[src/rtl/temp_buffer_mc.sv]
// temp_buffer_mc: multi-lane row/column temporary buffer.
// Every lane has one row FIFO and one column FIFO. All lanes run from a
// single shared controller, so pointers, counts and flags are common to all
// lanes. Only the stored data differs from lane to lane.
// Ports:
//   clk, reset            rising-edge clock, synchronous active-high reset
//   clean                 clear pointers/counts of both FIFOs
//   stride                entries popped per read (0 acts as 1)
//   wr_r/rd_r, wr_c/rd_c  write mode (NO_WR/WR_DATA/WR_BUF/WR_XFER) and read
//   data_wr               per-lane write data, lane k at [k*DATA_W +: DATA_W]
//   data_out, data_valid  registered head entry of the last successful read
//   row_/col_count        occupancy, plus full/empty flags
//   overflow, underflow   sticky error flags; cmd_err is a one-cycle pulse

// Per-lane storage: both FIFO arrays and the output register.
module temp_buffer_mc_lane #(
   parameter int DATA_W    = 16,
   parameter int ROW_DEPTH = 16,
   parameter int COL_DEPTH = 8,
   localparam int RAW = $clog2(ROW_DEPTH),
   localparam int CAW = $clog2(COL_DEPTH)
) (
   input  logic              clk,
   input  logic              reset,
   input  logic [DATA_W-1:0] wdat,
   input  logic              row_we,
   input  logic [1:0]        row_src,
   input  logic [RAW-1:0]    row_waddr,
   input  logic [RAW-1:0]    row_raddr,
   input  logic              col_we,
   input  logic [1:0]        col_src,
   input  logic [CAW-1:0]    col_waddr,
   input  logic [CAW-1:0]    col_raddr,
   input  logic              ld_out,
   input  logic              out_col,
   output logic [DATA_W-1:0] dout
);
   logic [DATA_W-1:0] row_mem [ROW_DEPTH];
   logic [DATA_W-1:0] col_mem [COL_DEPTH];
   logic [DATA_W-1:0] row_head, col_head, row_wd, col_wd, dout_q;

   assign row_head = row_mem[row_raddr];
   assign col_head = col_mem[col_raddr];

   // src: 01 external data, 10 own head (recirculate), 11 other FIFO's head
   always_comb begin
      row_wd = wdat;
      col_wd = wdat;
      case (row_src)
         2'b10:   row_wd = row_head;
         2'b11:   row_wd = col_head;
         default: row_wd = wdat;
      endcase
      case (col_src)
         2'b10:   col_wd = col_head;
         2'b11:   col_wd = row_head;
         default: col_wd = wdat;
      endcase
   end

   // The heads are read combinationally before this edge's write, which makes
   // a read and a write on a full FIFO (where rd_ptr == wr_ptr) safe.
   always_ff @(posedge clk) begin
      if (row_we) row_mem[row_waddr] <= row_wd;
      if (col_we) col_mem[col_waddr] <= col_wd;
   end

   always_ff @(posedge clk) begin
      if (reset)       dout_q <= '0;
      else if (ld_out) dout_q <= out_col ? col_head : row_head;
   end

   assign dout = dout_q;
endmodule

module temp_buffer_mc #(
   parameter int DATA_W     = 16,
   parameter int NUM_CH     = 4,
   parameter int ROW_DEPTH  = 16,
   parameter int COL_DEPTH  = 8,
   parameter int MAX_STRIDE = 4,
   localparam int RAW = $clog2(ROW_DEPTH),
   localparam int CAW = $clog2(COL_DEPTH),
   localparam int RCW = $clog2(ROW_DEPTH+1),
   localparam int CCW = $clog2(COL_DEPTH+1),
   localparam int SW  = $clog2(MAX_STRIDE+1)
) (
   input  logic                     clk,
   input  logic                     reset,
   input  logic                     clean,
   input  logic [SW-1:0]            stride,
   input  logic [1:0]               wr_r,
   input  logic                     rd_r,
   input  logic [1:0]               wr_c,
   input  logic                     rd_c,
   input  logic [NUM_CH*DATA_W-1:0] data_wr,
   output logic [NUM_CH*DATA_W-1:0] data_out,
   output logic                     data_valid,
   output logic [RCW-1:0]           row_count,
   output logic [CCW-1:0]           col_count,
   output logic                     row_full,
   output logic                     row_empty,
   output logic                     col_full,
   output logic                     col_empty,
   output logic                     overflow,
   output logic                     underflow,
   output logic                     cmd_err
);
   localparam logic [1:0] WR_DATA = 2'b01, WR_BUF = 2'b10, WR_XFER = 2'b11;

   logic [RAW-1:0] row_rd_q, row_rd_d, row_wr_q, row_wr_d;
   logic [CAW-1:0] col_rd_q, col_rd_d, col_wr_q, col_wr_d;
   logic [RCW-1:0] row_cnt_q, row_cnt_d, row_pop;
   logic [CCW-1:0] col_cnt_q, col_cnt_d, col_pop;
   logic           vld_q, ovf_q, unf_q, err_q;
   logic           illegal, act, row_rd_ok, col_rd_ok;
   logic           row_src_ok, col_src_ok, row_space, col_space;
   logic           row_push, col_push, drop, under;
   logic [31:0]    str_eff;

   logic [NUM_CH-1:0][DATA_W-1:0] lane_wd, lane_dout;

   assign illegal = (rd_r & rd_c)
                  | (wr_r == WR_BUF  & ~rd_r) | (wr_r == WR_XFER & ~rd_c)
                  | (wr_c == WR_BUF  & ~rd_c) | (wr_c == WR_XFER & ~rd_r);
   assign act     = ~clean & ~illegal;

   assign str_eff   = (stride == '0) ? 32'd1 : 32'(stride);
   assign row_rd_ok = act & rd_r & (row_cnt_q != '0);
   assign col_rd_ok = act & rd_c & (col_cnt_q != '0);
   assign row_pop   = ~row_rd_ok ? '0 :
                      (str_eff < 32'(row_cnt_q)) ? RCW'(str_eff) : row_cnt_q;
   assign col_pop   = ~col_rd_ok ? '0 :
                      (str_eff < 32'(col_cnt_q)) ? CCW'(str_eff) : col_cnt_q;

   // A buffer/transfer write only has data when its source read succeeds.
   assign row_src_ok = (wr_r == WR_DATA) | (wr_r == WR_BUF & row_rd_ok)
                     | (wr_r == WR_XFER & col_rd_ok);
   assign col_src_ok = (wr_c == WR_DATA) | (wr_c == WR_BUF & col_rd_ok)
                     | (wr_c == WR_XFER & row_rd_ok);
   assign row_space  = (row_cnt_q != RCW'(ROW_DEPTH)) | row_rd_ok;
   assign col_space  = (col_cnt_q != CCW'(COL_DEPTH)) | col_rd_ok;
   assign row_push   = act & row_src_ok & row_space;
   assign col_push   = act & col_src_ok & col_space;
   assign drop       = act & ((row_src_ok & ~row_space) | (col_src_ok & ~col_space));
   assign under      = act & ((rd_r & row_cnt_q == '0) | (rd_c & col_cnt_q == '0));

   // A push is only allowed when there is room after the pop, so the count
   // stays within 0..DEPTH. Pointers wrap because the depths are powers of 2.
   always_comb begin
      row_rd_d  = row_rd_q + RAW'(row_pop);
      col_rd_d  = col_rd_q + CAW'(col_pop);
      row_wr_d  = row_wr_q + RAW'(row_push);
      col_wr_d  = col_wr_q + CAW'(col_push);
      row_cnt_d = row_cnt_q - row_pop + RCW'(row_push);
      col_cnt_d = col_cnt_q - col_pop + CCW'(col_push);
      if (clean) begin
         row_rd_d  = '0;
         col_rd_d  = '0;
         row_wr_d  = '0;
         col_wr_d  = '0;
         row_cnt_d = '0;
         col_cnt_d = '0;
      end
   end

   always_ff @(posedge clk) begin
      if (reset) begin
         row_rd_q  <= '0;
         row_wr_q  <= '0;
         col_rd_q  <= '0;
         col_wr_q  <= '0;
         row_cnt_q <= '0;
         col_cnt_q <= '0;
         vld_q     <= 1'b0;
         ovf_q     <= 1'b0;
         unf_q     <= 1'b0;
         err_q     <= 1'b0;
      end else begin
         row_rd_q  <= row_rd_d;
         row_wr_q  <= row_wr_d;
         col_rd_q  <= col_rd_d;
         col_wr_q  <= col_wr_d;
         row_cnt_q <= row_cnt_d;
         col_cnt_q <= col_cnt_d;
         vld_q     <= row_rd_ok | col_rd_ok;
         ovf_q     <= ovf_q | drop;
         unf_q     <= unf_q | under;
         err_q     <= ~clean & illegal;
      end
   end

   assign lane_wd = data_wr;

   for (genvar k = 0; k < NUM_CH; k++) begin : g_lane
      temp_buffer_mc_lane #(
         .DATA_W(DATA_W), .ROW_DEPTH(ROW_DEPTH), .COL_DEPTH(COL_DEPTH)
      ) u_lane (
         .clk      (clk),
         .reset    (reset),
         .wdat     (lane_wd[k]),
         .row_we   (row_push),
         .row_src  (wr_r),
         .row_waddr(row_wr_q),
         .row_raddr(row_rd_q),
         .col_we   (col_push),
         .col_src  (wr_c),
         .col_waddr(col_wr_q),
         .col_raddr(col_rd_q),
         .ld_out   (row_rd_ok | col_rd_ok),
         .out_col  (col_rd_ok),
         .dout     (lane_dout[k])
      );
   end

   assign data_out   = lane_dout;
   assign data_valid = vld_q;
   assign row_count  = row_cnt_q;
   assign col_count  = col_cnt_q;
   assign row_full   = (row_cnt_q == RCW'(ROW_DEPTH));
   assign row_empty  = (row_cnt_q == '0);
   assign col_full   = (col_cnt_q == CCW'(COL_DEPTH));
   assign col_empty  = (col_cnt_q == '0);
   assign overflow   = ovf_q;
   assign underflow  = unf_q;
   assign cmd_err    = err_q;
endmodule

[config.mk]
export PLATFORM = sky130hd
export DESIGN_NAME = temp_buffer_mc
export DESIGN_NICKNAME = d
export VERILOG_FILES = /design/src/rtl/temp_buffer_mc.sv
export SDC_FILE = /design/constraint.sdc
export NUM_CORES = 2
export LEC_CHECK = 0
export ABC_AREA = 1
export CORE_ASPECT_RATIO = 1.25
export CORE_MARGIN = 2
export CORE_UTILIZATION = 30
export CTS_BUF_LIST = sky130_fd_sc_hd__clkbuf_8
export CTS_CLUSTER_SIZE = 28
export DETAILED_ROUTE_END_ITERATION = 6
export SLEW_MARGIN = 20
export SYNTH_ARGS = -nofsm -noshare
export SYNTH_HDL_FRONTEND = slang
export SYNTH_HIERARCHICAL = 1
export SYNTH_SLANG_ARGS = --single-unit
[constraint.sdc]
create_clock -name clk -period 7.3 [get_ports clk]
set_input_delay 1.46 -clock clk [delete_from_list [all_inputs] [get_ports clk]]
set_output_delay 1.46 -clock clk [all_outputs]
set_load 0.03 [all_outputs]
Word-level counts from Yosys, hierarchy flattened
Memories as Yosys holds them, arrays and structs flattened. A register that Yosys moved wholly into a read port is not among the register bits.
Cells that the tools add are included.
{ "totals": {"ff_bits": 91, "latchBits": 0, "ramBits": 1536, "romBits": 0, "wordCells": 123, "mem_count": 8} }
{ "memory_table": {"columns": ["memory", "depth", "width", "read_ports", "rd_clocked_by_memory_dff", "write_ports", "line_no", "rtl"], "rows": [
  ["g_lane[0].u_lane.row_mem", 16, 16, 1, 1, 1, "38", "logic [DATA_W-1:0] row_mem [ROW_DEPTH];"],
  ["g_lane[1].u_lane.row_mem", 16, 16, 1, 1, 1, "38", null],
  ["g_lane[2].u_lane.row_mem", 16, 16, 1, 1, 1, "38", null],
  ["g_lane[3].u_lane.row_mem", 16, 16, 1, 1, 1, "38", null],
  ["g_lane[0].u_lane.col_mem", 8, 16, 1, 1, 1, "39", "logic [DATA_W-1:0] col_mem [COL_DEPTH];"],
  ["g_lane[1].u_lane.col_mem", 8, 16, 1, 1, 1, "39", null],
  ["2 more memories", null, null, null, null, null, null, null]
]} }
{ "classes": {"add_sub_neg": 8, "mul": 0, "div": 0, "magnitude_cmp": 2, "n_eq_ne": 10, "n_shift": 0, "mux": 29, "bitwise_logic": 46, "n_reduce_logical": 6} }
{ "op_table": {"columns": ["cell", "count"], "rows": [
  ["one-hot mux 16 bit (2 select lines)", 8],
  ["two-way mux 16 bit", 4],
  ["bitwise AND 1 bit", 25],
  ["two-way mux 4 bit", 6],
  ["two-way mux 3 bit", 5],
  ["bitwise OR 1 bit", 15],
  ["two-way mux 5 bit", 2],
  ["adder 4 x 1 -> 4 bit", 2],
  ["equality test 2 bit (second input constant)", 4],
  ["NOT 1 bit", 6],
  ["adder 5 x 1 -> 5 bit", 1],
  ["equality test 5 bit (second input constant)", 1],
  ["logical NOT 5 bit", 1],
  ["less-than comparator 3 x 5 -> 1 bit", 1],
  ["inequality test 5 bit (second input constant)", 1],
  ["nonzero test 5 bit", 1],
  ["subtractor 5 bit", 1],
  ["adder 4 bit", 1],
  ["equality test 2 x 1 -> 1 bit (second input constant)", 2],
  ["equality test 4 bit (second input constant)", 1],
  ["logical NOT 4 bit", 1],
  ["less-than comparator 3 x 4 -> 1 bit", 1],
  ["two-way mux 1 bit", 4],
  ["inequality test 4 bit (second input constant)", 1],
  ["6 further kinds", 6]
]} }

Longest topological paths before layout
{ "logic_depth": {"word_depth": 17, "depth_mapped": 20} }

Cells and area by module
Netlist, hierarchy kept.
{ "by_module_without_submodules": {"columns": ["module", "instances", "cells_each", "area_each_um2", "seq_area_each_um2"], "rows": [
  ["temp_buffer_mc_lane (g_lane[0].u_lane ...)", 3, 1786, 17648.2, 11851.4],
  ["temp_buffer_mc_lane (g_lane[3].u_lane)", 1, 1786, 17643.2, 11851.4],
  ["temp_buffer_mc", 1, 243, 1833.0, 540.5]
]} }

Worst setup path after synthesis
No wires, ideal clock.
{ "synth_timing": {"path_kind": "input -> register", "startpoint": "in wr_r[0]", "endpoint": "reg row_cnt_q[4] (netlist: row_count[4])", "setup_time_ps": 70, "arrival_ps": 4025, "setup_slack_ps": 3205, "path_stages": 20, "n_path_buf": 0, "cell_sequence": "inv_1 > nand2_1 > nand2_2 > clkinv_1 > nand4_2 > nor2_4 > inv_2 > nand2_1 > nand2_1 > nor2_2 > inv_2 > ha_1 > inv_1 > ha_1 > fa_1 > nand2_1 > nand2_1 > a21oi_1 > o21ai_0 > a21oi_1"} }
{ "synth_between": {"elab_cells_between_ends": 25, "cone_classes": "add/sub: 2; eq/ne: 3; mux: 1; bitwise: 19"} }
{ "synth_rtl": {"columns": ["element", "line_no", "rtl"], "rows": [
  ["from (decl)", "92", "input logic [1:0] wr_r,"],
  ["equality test 2 bit", "124", "| (wr_r == WR_BUF & ~rd_r) | (wr_r == WR_XFER & ~rd_c)"],
  ["bitwise AND 1 bit", "124", null],
  ["bitwise OR 1 bit", "124", null],
  ["bitwise OR 1 bit (*)", "124", null],
  ["bitwise OR 1 bit (*) (2 in a row)", "125", "| (wr_c == WR_BUF & ~rd_c) | (wr_c == WR_XFER & ~rd_r);"],
  ["NOT 1 bit (*)", "126", "assign act = ~clean & ~illegal;"],
  ["bitwise AND 1 bit (*)", "126", null],
  ["bitwise AND 1 bit (*) (2 in a row)", "130", "assign col_rd_ok = act & rd_c & (col_cnt_q != '0);"],
  ["via col_rd_ok", "116", "logic illegal, act, row_rd_ok, col_rd_ok;"],
  ["bitwise AND 1 bit (*)", "138", "| (wr_r == WR_XFER & col_rd_ok);"],
  ["bitwise OR 1 bit (*)", "138", null],
  ["bitwise AND 1 bit (*) (2 in a row)", "143", "assign row_push = act & row_src_ok & row_space;"],
  ["via row_push", "118", "logic row_push, col_push, drop, under;"],
  ["adder 5 x 1 -> 5 bit (*)", "155", "row_cnt_d = row_cnt_q - row_pop + RCW'(row_push);"],
  ["to (signal assigned)", "184", "row_cnt_q <= row_cnt_d;"],
  ["to (decl)", "113", "logic [RCW-1:0] row_cnt_q, row_cnt_d, row_pop;"]
]} }
The timed path passes the listed nets; every way through them passes the cells marked *.
A chain may end at the register's enable or synchronous reset.

Final worst setup path
{ "layout_timing": {"startpoint": "in wr_r[0]", "endpoint": "mem g_lane[1].u_lane.col_mem[0][8], enable pin"} }
{ "layout_between": {"elab_chain_cells": 17, "elab_cells_between_ends": 23, "cone_classes": "eq/ne: 2; mux: 2; bitwise: 19"} }
{ "layout_lines": {"columns": ["element", "line_no", "rtl"], "rows": [
  ["equality test 2 bit", "124", null],
  ["bitwise AND 1 bit", "124", null],
  ["bitwise OR 1 bit", "124", null],
  ["bitwise OR 1 bit (*)", "124", null],
  ["bitwise OR 1 bit (*) (2 in a row)", "125", null],
  ["NOT 1 bit (*)", "126", null],
  ["bitwise AND 1 bit (*)", "126", null],
  ["bitwise AND 1 bit (*) (2 in a row)", "130", null],
  ["via col_rd_ok", "116", null],
  ["bitwise AND 1 bit", "139", "assign col_src_ok = (wr_c == WR_DATA) | (wr_c == WR_BUF & col_rd_ok)"],
  ["bitwise OR 1 bit", "139", null],
  ["bitwise OR 1 bit", "140", "| (wr_c == WR_XFER & row_rd_ok);"],
  ["bitwise AND 1 bit", "144", "assign col_push = act & col_src_ok & col_space;"],
  ["bitwise AND 1 bit (*)", "144", null],
  ["via col_push", "118", null],
  ["two-way mux 1 bit (*)", "65", "if (col_we) col_mem[col_waddr] <= col_wd;"],
  ["two-way mux 1 bit (not written as such) (*)", "65", null],
  ["to (decl)", "39", null]
]} }
Marks and branches as above.

==> summary.txt <==
grt total ovfl - 0
most frequent cells in the layout - nand2_1 (2778), edfxtp_1 (1536), nand3_1 (1176)
placed inst area - 77600 sq um
postcts setup bufs - 0
clock latency on the worst-skew pair - 1.03 ns
hold depth - 2
Slew headroom - 23.7%
final core occ - 34.4%
minimum clock period - 5.13 ns
max cap viols - 0
path depth of the worst reg2reg path - 11
drc violations - 0
Placed Cells incl. Taps - 10.5k
FF+latch count, synth - 1627
nets@finish - 7771
Root Driver - clkbuf_8
Synth cell types - 34
crit start category - primary input
Peak VDD IR - 182 uV
WP data arrival - 5.75 ns
Most Frequent Cell on Critical Path - nand2_1
die area - 245000 sq um
Fmax - 195 MHz
power per cell area - 228 nW/um^2
vias in the first global route - 50.2k
cell family with most CP delay - buffers and inverters
LEAKAGE - 33.9 nW
Syn Inst Count - 7387
Fin. Hold Viols - 0
hold slack - 0.467 ns
Final WS setup - 2.17 ns
Final Instance Area - 82700 sq um
ANT nets after route - 0
Syn Nets - 7493
crit path kind - primary input to register
Die Span Y - 553 um
port bufs - 156
core area - 240000 sq um
synthesis-to-finish area growth - 14.1%
CP required - 7.92 ns
Clock Skews - 0.0709 ns
layout cells sized above 1 - 7.82%
pin count of the biggest net entering global routing - 148
slowest library cell on the worst path - nor2_2
Vias - 52.1k
TritonCTS clock tree - yes
clock buffer depth - 4
Seq/Total Area, Yosys - 66.2%
clock sinks - 1627
Hold Crit Class - register to register
unrepaired setup endpoints after global routing - false
Vias per Instance - 4.74
DR WL/cell - 19.3 um
Overall Power - 18.8 mW
hold_buf cts - 0
critical path peak fanout - 29
final setup fails - 0
clk slew on worst S/H paths - 0.06 ns
drt initial violations - 5024
max-slew violations - 0
TritonRoute pass-1 iters - 6
Tightest Pin Transition - 1.14 ns
CP endpoint kind - register
num rows - 201
GRT Util Overall - 16.9%
CP max stage delay - 0.84 ns
Non-Filler Instances - 11.0k
CP bufs+invs - 5
first-pass GRT wire length - 316000 um
Routability Congestion - 0.859
Starting Density - 30.2%
CP Cell Sequence - clkdlybuf4s50_1 > inv_1 > nand2_1 > nand2_2 > clkinv_1 > nand4_2 > nor2_4 > buf_4 > nand2_1 > nand2_1 > nand3_1 > inv_1 > nand2_1 > nor2_2
CTS Buf Count - 279
Critical Path Stages - 14
Top Ports - 157
HPWL after DPL - 137000 um
commonest non-fill, non-tap cell in the layout - nand2_1
Die Wd - 443 um
routed wire length - 213000 um
CTS HTree Levels - 5
cell area after synthesis - 72400 sq um
DP Worst Slack - 1.21 ns
setup TNS - 0 ns
post-CTS sizing - 0
initial antenna violation count - 11
YS warnings - 6
status - finished, final reports clean
post-synthesis average cell area - 9.80 sq um
crit share post-route - 70.3%
[routing by layer]
layer / global-route usage [%] / part of all wire, %
met5: 0 / 0
met4: 6.21 / 3.2
met3: 3.73 / 8.3
met2: 27.2 / 46
met1: 22.3 / 42
[worst register-to-register path, stage by stage, from the launching register on]
cell and delay (ns):
dfxtp_4 0.53, buf_4 0.34, buf_4 0.57, buf_4 1.03
nand2_1 0.23, nand3_1 0.12, nand3_1 0.10, nand3_1 0.29
nand2_1 0.15, nand2_1 0.08, o211ai_1 0.26, buf_4 0.30
[power breakdown]
part           switching [mW]  total, mW  internal (mW)
Combinational           0.668      0.902          0.234
Clock                    3.63       7.54           3.92
Sequential             0.0276       10.4           10.4
Total                    4.32       18.8           14.5
[cells in the mapped netlist]
cell,n,area [sq um]
nand2_1,2778,10400
edfxtp_1,1536,46100
nand3_1,1176,5890
inv_1,1004,3770
nor2_1,143,537
buf_2,141,706
a21oi_1,139,696
clkbuf_1,101,379
dfxtp_1,91,1820
buf_4,73,548
o211ai_1,64,480
buf_1,30,113
ha_1,26,325
inv_2,20,75.1
clkinv_1,9,33.8
buf_6,8,90.1
o21ai_0,7,35.0
nand2_2,6,37.5
xnor2_1,5,43.8
fa_1,4,80.1
xor2_1,4,35.0
nand3_2,3,30.0
nand4_1,3,18.8
nor2_2,3,18.8
a211oi_1,2,15.0
nand4_2,2,25.0
nor2_4,2,22.5
a21o_1,1,7.51
a21oi_2,1,8.76
a31oi_1,1,6.26
conb_1,1,3.75
nor3_2,1,10.0
o21ai_1,1,5.00
o21bai_1,1,7.51
[final cells by class]
| type | count | area [sq um] |
|---|---|---|
| Fill cell | 24100 | 157000 |
| Sequential cell | 1627 | 48000 |
| Multi-Input combinational cell | 4374 | 18900 |
| Clock buffer | 295 | 4060 |
| Tap cell | 3146 | 3940 |
| Inverter | 1033 | 3880 |
| Timing Repair Buffer | 350 | 3050 |
| Clock inverter | 172 | 850 |
| Antenna cell | 5 | 12.5 |
[registers in the layout, summed over array words and instances, names as in the netlist, 3 cells and up]
| register | count |
|---|---|
| g_lane.u_lane/row_mem | 1024 |
| col_wr_q | 3 |
| g_lane.u_lane/dout | 64 |
| col_count | 4 |
| row_wr_q | 4 |
| row_rd_q | 4 |
| row_count | 5 |
| col_rd_q | 3 |
| g_lane.u_lane/col_mem | 512 |
[worst paths after layout]
| kind | slack [ns] | end | start |
|---|---|---|---|
| setup reg to reg | 3.09 | g_lane[2].u_lane/row_mem[0][7] | row_rd_q[0] |
| hold / removal | 0.47 | g_lane[1].u_lane/dout[2] | g_lane[1].u_lane/dout[2] |
| hold reg to reg | 0.47 | g_lane[1].u_lane/dout[2] | g_lane[1].u_lane/dout[2] |
| setup / recovery | 2.17 | g_lane[1].u_lane/col_mem[0][8] | wr_r[0] |
[cells by family (layout without fill, tap and decap cells)]
group	Yosys count	in the layout	share of synthesized area, %
and+or+nand+nor	4117	4117	23.5
DFF	1627	1627	66.2
buffers and inverters	1386	1850	7.89
AOI/OAI and AO/OA	217	217	1.74
adders and majority gates	30	30	0.560
xor gates and xnor gates	9	9	0.109
other	1	6	0.00518
Note: power is estimated with default switching activity, not from simulation.
